### config.mk
export PLATFORM = sky130hd
export DESIGN_NAME = lcd_rom_streamer_flat
export DESIGN_NICKNAME = d
export VERILOG_FILES = /design/src/rtl/lcd_rom_streamer_if.sv /design/src/rtl/lcd_rom_streamer.sv /design/src/flat_wrapper.sv
export SDC_FILE = /design/constraint.sdc
export NUM_CORES = 1
export LEC_CHECK = 0
export CORE_ASPECT_RATIO = 1.2
export CORE_MARGIN = 2
export CORE_UTILIZATION = 40
export CTS_CLUSTER_DIAMETER = 150
export DETAILED_ROUTE_END_ITERATION = 8
export DONT_BUFFER_PORTS = 1
export PLACE_DENSITY_LB_ADDON = 0.08
export SETUP_SLACK_MARGIN = 0.3
export SLEW_MARGIN = 0
export SYNTH_ARGS = -nofsm -noshare
export SYNTH_HDL_FRONTEND = slang
export SYNTH_SLANG_ARGS = --single-unit
### constraint.sdc
create_clock -name clk -period 4.5 [get_ports clk]
set_clock_uncertainty 0.1 [all_clocks]
set_input_delay 0 -clock clk [delete_from_list [all_inputs] [get_ports clk]]
set_output_delay 0 -clock clk [all_outputs]
set_load 0.1 [all_outputs]
### src/rtl/lcd_rom_streamer_if.sv
// Pixel stream from the ROM streamer to the LCD writer: valid/ready handshake
// with per-pixel end-of-row and end-of-frame qualifiers.
interface lcd_rom_streamer_if #(
  parameter int DATA_WIDTH = 16
);
  logic [DATA_WIDTH-1:0] data;
  logic                  valid;
  logic                  ready;
  logic                  eol;
  logic                  last;

  modport master (output data, output valid, output eol, output last, input ready);
  modport slave  (input data, input valid, input eol, input last, output ready);
endinterface

### src/rtl/lcd_rom_streamer.sv
// Streams a rectangular window of pixels out of a 1-cycle-latency ROM that has no
// read enable; a small output FIFO plus an issue credit check absorb back-pressure.
module lcd_rom_streamer #(
  parameter int ADDR_WIDTH = 17,
  parameter int DATA_WIDTH = 16,
  parameter int DIM_WIDTH  = 9,
  parameter int FIFO_DEPTH = 4
) (
  input  logic                  clk,
  input  logic                  rst,
  input  logic                  start_i,
  input  logic [ADDR_WIDTH-1:0] base_addr_i,
  input  logic [DIM_WIDTH-1:0]  width_i,
  input  logic [DIM_WIDTH-1:0]  height_i,
  output logic                  busy_o,
  output logic                  done_o,
  output logic [ADDR_WIDTH-1:0] rom_addr_o,
  input  logic [DATA_WIDTH-1:0] rom_data_i,
  lcd_rom_streamer_if.master    pix
);

  localparam int PTR_W = $clog2(FIFO_DEPTH);

  localparam logic [1:0] S_IDLE  = 2'd0;
  localparam logic [1:0] S_RUN   = 2'd1;
  localparam logic [1:0] S_DRAIN = 2'd2;
  localparam logic [1:0] S_DONE  = 2'd3;

  logic [1:0]            state;
  logic [DIM_WIDTH-1:0]  w_q, h_q, col_q, row_q;

  logic                  vld_p0, vld_p1;
  logic                  eol_p0, last_p0, eol_p1, last_p1;

  logic [DATA_WIDTH-1:0] fifo_data [FIFO_DEPTH];
  logic                  fifo_eol  [FIFO_DEPTH];
  logic                  fifo_last [FIFO_DEPTH];
  logic [PTR_W-1:0]      rd_ptr, wr_ptr;
  logic [PTR_W:0]        fifo_cnt;

  logic                  start_ok, dims_zero, issue, push, pop;
  logic [DIM_WIDTH-1:0]  cur_col, cur_row, cur_w, cur_h;
  logic                  cur_eol, cur_last;
  logic [ADDR_WIDTH-1:0] next_addr;
  logic [PTR_W+1:0]      occupancy;

  // In IDLE the first pixel is issued straight from the start inputs so its
  // address is on the ROM one cycle after start.
  always_comb begin
    start_ok  = (state == S_IDLE) && start_i;
    dims_zero = (width_i == '0) || (height_i == '0);
    if (state == S_IDLE) begin
      cur_col   = '0;
      cur_row   = '0;
      cur_w     = width_i;
      cur_h     = height_i;
      next_addr = base_addr_i;
    end else begin
      cur_col   = col_q;
      cur_row   = row_q;
      cur_w     = w_q;
      cur_h     = h_q;
      next_addr = rom_addr_o + ADDR_WIDTH'(1);
    end
    cur_eol   = (cur_col == cur_w - DIM_WIDTH'(1));
    cur_last  = cur_eol && (cur_row == cur_h - DIM_WIDTH'(1));
    occupancy = {1'b0, fifo_cnt} + (PTR_W+2)'(vld_p0) + (PTR_W+2)'(vld_p1);
    issue     = (start_ok && !dims_zero) ||
                ((state == S_RUN) && (occupancy < (PTR_W+2)'(FIFO_DEPTH)));
    push      = vld_p1;
    pop       = pix.valid && pix.ready;
  end

  assign pix.valid = (fifo_cnt != '0);
  assign pix.data  = pix.valid ? fifo_data[rd_ptr] : '0;
  assign pix.eol   = pix.valid && fifo_eol[rd_ptr];
  assign pix.last  = pix.valid && fifo_last[rd_ptr];
  assign busy_o    = (state == S_RUN) || (state == S_DRAIN);
  assign done_o    = (state == S_DONE);

  // Control: FSM, address generator, in-flight tracking, FIFO pointers.
  always_ff @(posedge clk) begin
    if (rst) begin
      state      <= S_IDLE;
      rom_addr_o <= '0;
      w_q        <= '0;
      h_q        <= '0;
      col_q      <= '0;
      row_q      <= '0;
      vld_p0     <= 1'b0;
      vld_p1     <= 1'b0;
      rd_ptr     <= '0;
      wr_ptr     <= '0;
      fifo_cnt   <= '0;
    end else begin
      vld_p0 <= issue;
      vld_p1 <= vld_p0;
      if (issue) begin
        rom_addr_o <= next_addr;
        col_q      <= cur_eol ? '0 : cur_col + DIM_WIDTH'(1);
        row_q      <= cur_eol ? cur_row + DIM_WIDTH'(1) : cur_row;
      end
      case (state)
        S_IDLE: if (start_i) begin
          w_q   <= width_i;
          h_q   <= height_i;
          state <= dims_zero ? S_DONE : (cur_last ? S_DRAIN : S_RUN);
        end
        S_RUN:   if (issue && cur_last) state <= S_DRAIN;
        S_DRAIN: if (pop && pix.last) state <= S_DONE;
        default: state <= S_IDLE;
      endcase
      if (push) wr_ptr <= wr_ptr + PTR_W'(1);
      if (pop)  rd_ptr <= rd_ptr + PTR_W'(1);
      fifo_cnt <= fifo_cnt + (PTR_W+1)'(push) - (PTR_W+1)'(pop);
    end
  end

  // ---- p0: address on ROM / p1: ROM data valid, written into the FIFO ----
  always_ff @(posedge clk) begin
    eol_p0  <= cur_eol;
    last_p0 <= cur_last;
    eol_p1  <= eol_p0;
    last_p1 <= last_p0;
    if (push) begin
      fifo_data[wr_ptr] <= rom_data_i;
      fifo_eol[wr_ptr]  <= eol_p1;
      fifo_last[wr_ptr] <= last_p1;
    end
  end

endmodule

### src/flat_wrapper.sv
// flat-port wrapper written by rule: the top's interface ports become plain ports
module lcd_rom_streamer_flat 
#(
  parameter int ADDR_WIDTH = 17,
  parameter int DATA_WIDTH = 16,
  parameter int DIM_WIDTH  = 9,
  parameter int FIFO_DEPTH = 4
)
  (clk, rst, start_i, base_addr_i, width_i, height_i, busy_o, done_o, rom_addr_o, rom_data_i, pix_data, pix_valid, pix_eol, pix_last, pix_ready);
  lcd_rom_streamer_if #(.DATA_WIDTH(DATA_WIDTH)) pix_i ();
  input  logic clk;
  input  logic rst;
  input  logic start_i;
  input  logic [ADDR_WIDTH-1:0] base_addr_i;
  input  logic [DIM_WIDTH-1:0] width_i;
  input  logic [DIM_WIDTH-1:0] height_i;
  output logic busy_o;
  output logic done_o;
  output logic [ADDR_WIDTH-1:0] rom_addr_o;
  input  logic [DATA_WIDTH-1:0] rom_data_i;
  output wire logic [$bits(pix_i.data)-1:0] pix_data;
  output wire logic [$bits(pix_i.valid)-1:0] pix_valid;
  output wire logic [$bits(pix_i.eol)-1:0] pix_eol;
  output wire logic [$bits(pix_i.last)-1:0] pix_last;
  input wire logic [$bits(pix_i.ready)-1:0] pix_ready;
  assign pix_data = pix_i.data;
  assign pix_valid = pix_i.valid;
  assign pix_eol = pix_i.eol;
  assign pix_last = pix_i.last;
  assign pix_i.ready = pix_ready;
  lcd_rom_streamer #(.ADDR_WIDTH(ADDR_WIDTH), .DATA_WIDTH(DATA_WIDTH), .DIM_WIDTH(DIM_WIDTH), .FIFO_DEPTH(FIFO_DEPTH)) u_core (.clk(clk), .rst(rst), .start_i(start_i), .base_addr_i(base_addr_i), .width_i(width_i), .height_i(height_i), .busy_o(busy_o), .done_o(done_o), .rom_addr_o(rom_addr_o), .rom_data_i(rom_data_i), .pix(pix_i));
endmodule
# After elaboration in Yosys (flattened, before gate mapping)
# Memories as Yosys holds them, arrays and structs flattened. A register that Yosys moved wholly into a read port is not among the register bits.
# Cells that the tools add are included.
# word_totals
regBits,68
latch_bits,0
mem_bits_rw,72
romBits,0
input_bits,55
out_inout_bits,38
word_cells,79
memories,3
# memory_table
memory,depth,word_bits,rd,rd_ports_with_merged_regs,wr,line_no,source
u_core.fifo_data,4,16,1,1,1,lcd_rom_streamer.sv:35,logic [DATA_WIDTH-1:0] fifo_data [FIFO_DEPTH];
u_core.fifo_eol,4,1,1,1,1,lcd_rom_streamer.sv:36,logic fifo_eol [FIFO_DEPTH];
u_core.fifo_last,4,1,1,1,1,lcd_rom_streamer.sv:37,logic fifo_last [FIFO_DEPTH];
# op_classes
n_addsub,11
mul,0
div_mod_pow,0
n_lt_le_gt_ge,1
n_eq_ne,8
shift,0
muxes,22
n_bitwise,0
reduce_logical,19
# ops
op,count
$mux 9,6
$mux 2,11
$add 9x1->9 const B,2
$eq 9x9->1,2
$logic_not 9->1,2
$sub 9x1->9 const B,2
$add 17x1->17 const B,1
$mux 17,1
$mux 16,1
$logic_and 1x1->1,9
$ne 2x2->1 const B,3
$pmux 2 s3,1
$add 2x1->2 const B,2
$add 3x1->4,1
$add 4x1->4,1
$eq 2x2->1 const B,2
$lt 4x3->1 const B,1
$add 3x1->3,1
$logic_or 1x1->1,3
$reduce_and 3->1,1
$reduce_bool 3->1,1
$sub 3x1->3,1
$eq 2x1->1 const B,1
$logic_not 2->1,1
3 further kinds,4

# Logic depth before layout (Yosys ltp)
# logic_depth
depth_word,9
depth_mapped,23
depth_no_buf,12

# Worst setup path after synthesis
# Ideal clock, no wire load.
# synth_path
path_type,reg-to-reg
from,register u_core.state[1]
to,register u_core.row_q[7]
t_arrival_ps,4263
t_required_ps,4278
slack_ps,15
stages_incl_launch_ff,23
path_buffers,10
synth_period_minus_slack_ps,4485
path_cell_list,dfxtp_1 inv_1 ha_1 buf_6 buf_12 buf_12 buf_4 clkbuf_1 clkbuf_1 clkbuf_1 buf_4 mux2i_1 ha_1 buf_2 xnor2_1 a211oi_1 a211oi_1 nor4b_1 and4_1 buf_2 nand4_1 and4b_1 a311o_1
# synth_via
elab_chain_cells,5
# synth_lines
item,line_no,source
start: declaration,lcd_rom_streamer.sv:29,logic [1:0] state;
start signal: assignment,lcd_rom_streamer.sv:107,state <= dims_zero ? S_DONE : (cur_last ? S_DRAIN : S_RUN);
$logic_not 2->1,"lcd_rom_streamer.sv:50, lcd_rom_streamer.sv:52",
$mux 9,lcd_rom_streamer.sv:52,if (state == S_IDLE) begin
$sub 9x1->9,lcd_rom_streamer.sv:65,cur_eol = (cur_col == cur_w - DIM_WIDTH'(1));
$eq 9x9->1,lcd_rom_streamer.sv:65,
$mux 9,lcd_rom_streamer.sv:101,row_q <= cur_eol ? cur_row + DIM_WIDTH'(1) : cur_row;
end signal: assignment,lcd_rom_streamer.sv:101,
end: declaration,lcd_rom_streamer.sv:30,"logic [DIM_WIDTH-1:0] w_q, h_q, col_q, row_q;"
# Parallel ways exist; a longest one is shown, timed or not.
# A chain may end at the register's enable or synchronous reset.

# Worst setup path in the final report
# layout_path
from,register u_core.state[1]
to,register u_core.row_q[8]
# The elaborated chain is that of the path after synthesis.

==> results list <==
- For the pin with the worst max-slew slack, the measured transition is approximately 1.1 ns.
* Static Leak: ~3.2 nW
- 0 antenna diodes ended up in the layout.
- Global-route usage over all layers: 0.184
* Category of the worst setup path capture point: flop
- Cell type with the highest aggregate area in the netlist: edfxtp_1
- Setup repair after global routing left no endpoint under its margin.
* Cell area after layout: approximately 0.0086 mm²
- Maximum ir drop on the vdd rail: 0.000301 V
- Compared with the post-synthesis result, the final layout area differs by 22.4%.
- Wl on met1: just over 7 mm
- TritonCTS clock tree: yes
- Ranking of synthesized cells by area: edfxtp_1, dfxtp_1, mux4_2, nand2_1, a21oi_1
- After clock tree synthesis, the flow added hold-fix buffers numbering 73.
* Detailed Route WL: between 15 and 20 mm
- H-tree lvl count: 4
- Number of port buffers: 0
- For this run, design rule violations remaining after detail routing come to 0.
- Endpoint required time on the critical path: around 4.8 ns
- Synthesis warning total: 0
- Post-synth cell types: between 60 and 70
* Category of the critical setup timing path: reg2reg
- Of the synthesized area, sequential elements account for 0.505.
* Remaining max-slew budget at the tightest pin: 0.241
* Met3 routed WL: 547 µm
- The via count of the first global-routing pass is 5,464.
- Met2 routed wirelength: around 9 mm
- After synthesis, the mean cell area works out to around 10 µm².
* Post-Syn Area: just over 0.007 mm²
* Final number of setup-violating endpoints: 0
* Top routing layer in use: met4
* Number of enable-type register cells in the synthesized netlist: 72
* Weighted congestion at the end of routability-driven global placement: between 0.7 and 0.8
- Post-synth top cells: edfxtp_1, dfxtp_1, nand2_1
- Along the worst path, the maximum fanout reaches 18.
- Post CTS Setup Buffer Count: 0
- Clk slew on worst S/H paths: ~0.060 ns
- In this run, post-CTS repair resized a total of 0 instances.
- Count of routing violations after the opening detailed-route iteration: ~320
* Count of filler cells inserted in the layout: 1,621
- Among all cell types in the netlist, the one instantiated most often is edfxtp_1.
* Share of cells above drive strength 1: 0.104
- CP startpoint kind: flop
- Number of buffers on the longest clock path: 2
* Core ar.: roughly 0.017 mm²
- Type of the most critical hold path: in2reg
- The flow ran to the end, and the final reports show no timing, DRC or antenna violations.
- The sequential cells in the finished layout cover a total of roughly 0.0036 mm².
- Detail Placement HPWL: 10.9 mm
* Total count of max-transition violations in the final report: 0
- The routed design could run at a clock period as short as 3.72 ns.
- Hold is met by ~0.014 ns.
- Standard-cell rows: 53
* Net count reported at finish: 821
- Initial core utilization: 0.405
* Ratio of final minimum period to clock period: 0.826
* Final hold violation count: 0
* Routed Antenna Nets: 0
* Full die area: roughly 0.019 mm²
* Number of nets in the synthesized netlist: approximately 750
- From left edge to right edge, the die measures approximately 130 µm.
- Util after Layout: 0.495
- Data arrival, critical path: 3.96 ns
* Max Freq: around 270 MHz
- For this run, asynchronously set or reset flops after synthesis account for 0.
- The die is around 150 µm tall.
- Across all layers, the routed design uses 5,377 vias.
- Master cell of the clock root buffer: clkbuf_16
- Most used flip-flop cell after synthesis: edfxtp_1
- Number of buffers created by CTS: 17
* Multi-input combinational cell area: between 0.003 and 0.004 mm²
- Pwr per Cell Area: between 600 and 700 mW/mm²
* 1st-pass router iterations: 4
* Post-synthesis cell count: ~670
- Summed over all failing endpoints, the final setup total negative slack is 0 ns.
- The number of antenna violations at the first check in global routing was 0.
- Dividing the detail-routed via count by the number of cells gives between 5 and 6.
* Max-cap violation count: 0
- The share of synthesized area in the top cell type comes to 0.306.
* Total chip power: approximately 0.006 W
* Worst-Skew Late Latency: 0.41 ns
- Io pins: 93
- After global routing the overflow that remains totals 0.
- Dividing the detail-routed wire length by the instance count gives about 17 µm.
- Clock Sink Count: roughly 140
- Placed instance area: roughly 0.0073 mm²
* Synthesized flop and latch total: approximately 140
- The first global-routing pass estimated between 20 and 30 mm of wire.
* Largest net degree at the start of global routing: 77
[per-layer routing]
metal / up-vias / track usage
met3: 10 / 0.0436
li1: 2619 / -
met4: 0 / 0.0578
met2: 108 / 0.333
met5: - / 0
met1: 2640 / 0.216
[worst max-delay path, stage by stage, from the launching register on]
cell,delay [ns]
dfxtp_1,0.34
inv_1,0.15
ha_4,0.28
mux2i_1,0.22
ha_1,0.35
xnor2_1,0.12
a211oi_1,0.24
a211oi_1,0.11
nor4b_1,0.33
and4_1,0.58
nand4_1,0.23
or4_1,0.45
a21oi_1,0.14
[final timing paths]
kind	from	to	slack, ns	depth (start not counted)
setup reg to reg	u_core.state[1]$_SDFFE_PP0P_	u_core.row_q[8]$_SDFFE_PP0N_	0.78	12
hold / removal	height_i[2]	u_core.last_p0$_DFF_P_	0.01	5
hold reg to reg	u_core.eol_p0$_DFF_P_	u_core.eol_p1$_DFF_P_	0.23	0
setup / recovery	u_core.state[1]$_SDFFE_PP0P_	u_core.row_q[8]$_SDFFE_PP0N_	0.78	12
[where the power goes]
part           internal [W]  total, W  switching (W)
combinational      0.000811   0.00290        0.00208
clock              0.000780   0.00137       0.000587
sequential          0.00151   0.00174       0.000233
total               0.00310   0.00600        0.00290
[cell usage in the layout, fill, tap and decap left out, drive strengths merged, types with 11 or more instances in the layout]
master / netlist / routed
dlygate4sd3: 0 / 72
edfxtp: 72 / 72
dfxtp: 70 / 70
nand2: 66 / 66
nor2: 60 / 60
a21oi: 45 / 45
o21ai: 34 / 34
inv: 21 / 29
and2: 27 / 27
buf: 12 / 21
xnor2: 19 / 19
mux4: 18 / 18
clkbuf: 26 / 17
ha: 17 / 17
nand3: 15 / 15
mux2i: 14 / 14
xor2: 14 / 14
nor3: 13 / 13
and3: 11 / 11
nor4: 11 / 11
[registers in the layout, indices dropped and copies added (netlist names), 4 cells and up, named ones only]
register and cells:
u_core.rom_addr_o 17, u_core.fifo_data 64, u_core.col_q 9, u_core.w_q 9, u_core.h_q 9, u_core.fifo_last 4
u_core.row_q 9, u_core.fifo_eol 4
[per-stage QoR]
| step | cells | setup slack, ns |
|---|---|---|
| after floorplan | 674 | 0.306 |
| after global placement | 876 | 1.03 |
| after detailed placement | 876 | 0.849 |
| after CTS | 981 | 0.809 |
| after global routing | 981 | 0.502 |
| final | 981 | 0.785 |
[area by class of cell]
class / count / area share
clock buffer: 17 / 0.0492
clock inverter: 15 / 0.0175
inverter: 21 / 0.00912
multi-input combinational: 473 / 0.376
sequential: 142 / 0.412
tap: 220 / 0.0319
timing repair buffer: 93 / 0.104
[cell families (layout without fill, tap and decap cells)]
| logic type | Yosys count | after routing | synth area share |
|---|---|---|---|
| xor+xnor | 33 | 33 | 0.0409 |
| compound gates | 142 | 142 | 0.124 |
| fa+ha+maj | 18 | 18 | 0.0330 |
| simple gates | 247 | 247 | 0.179 |
| flops | 142 | 142 | 0.505 |
| buf+inv | 59 | 146 | 0.0388 |
| mux | 33 | 33 | 0.0789 |
(Power assumes the default switching activity.)
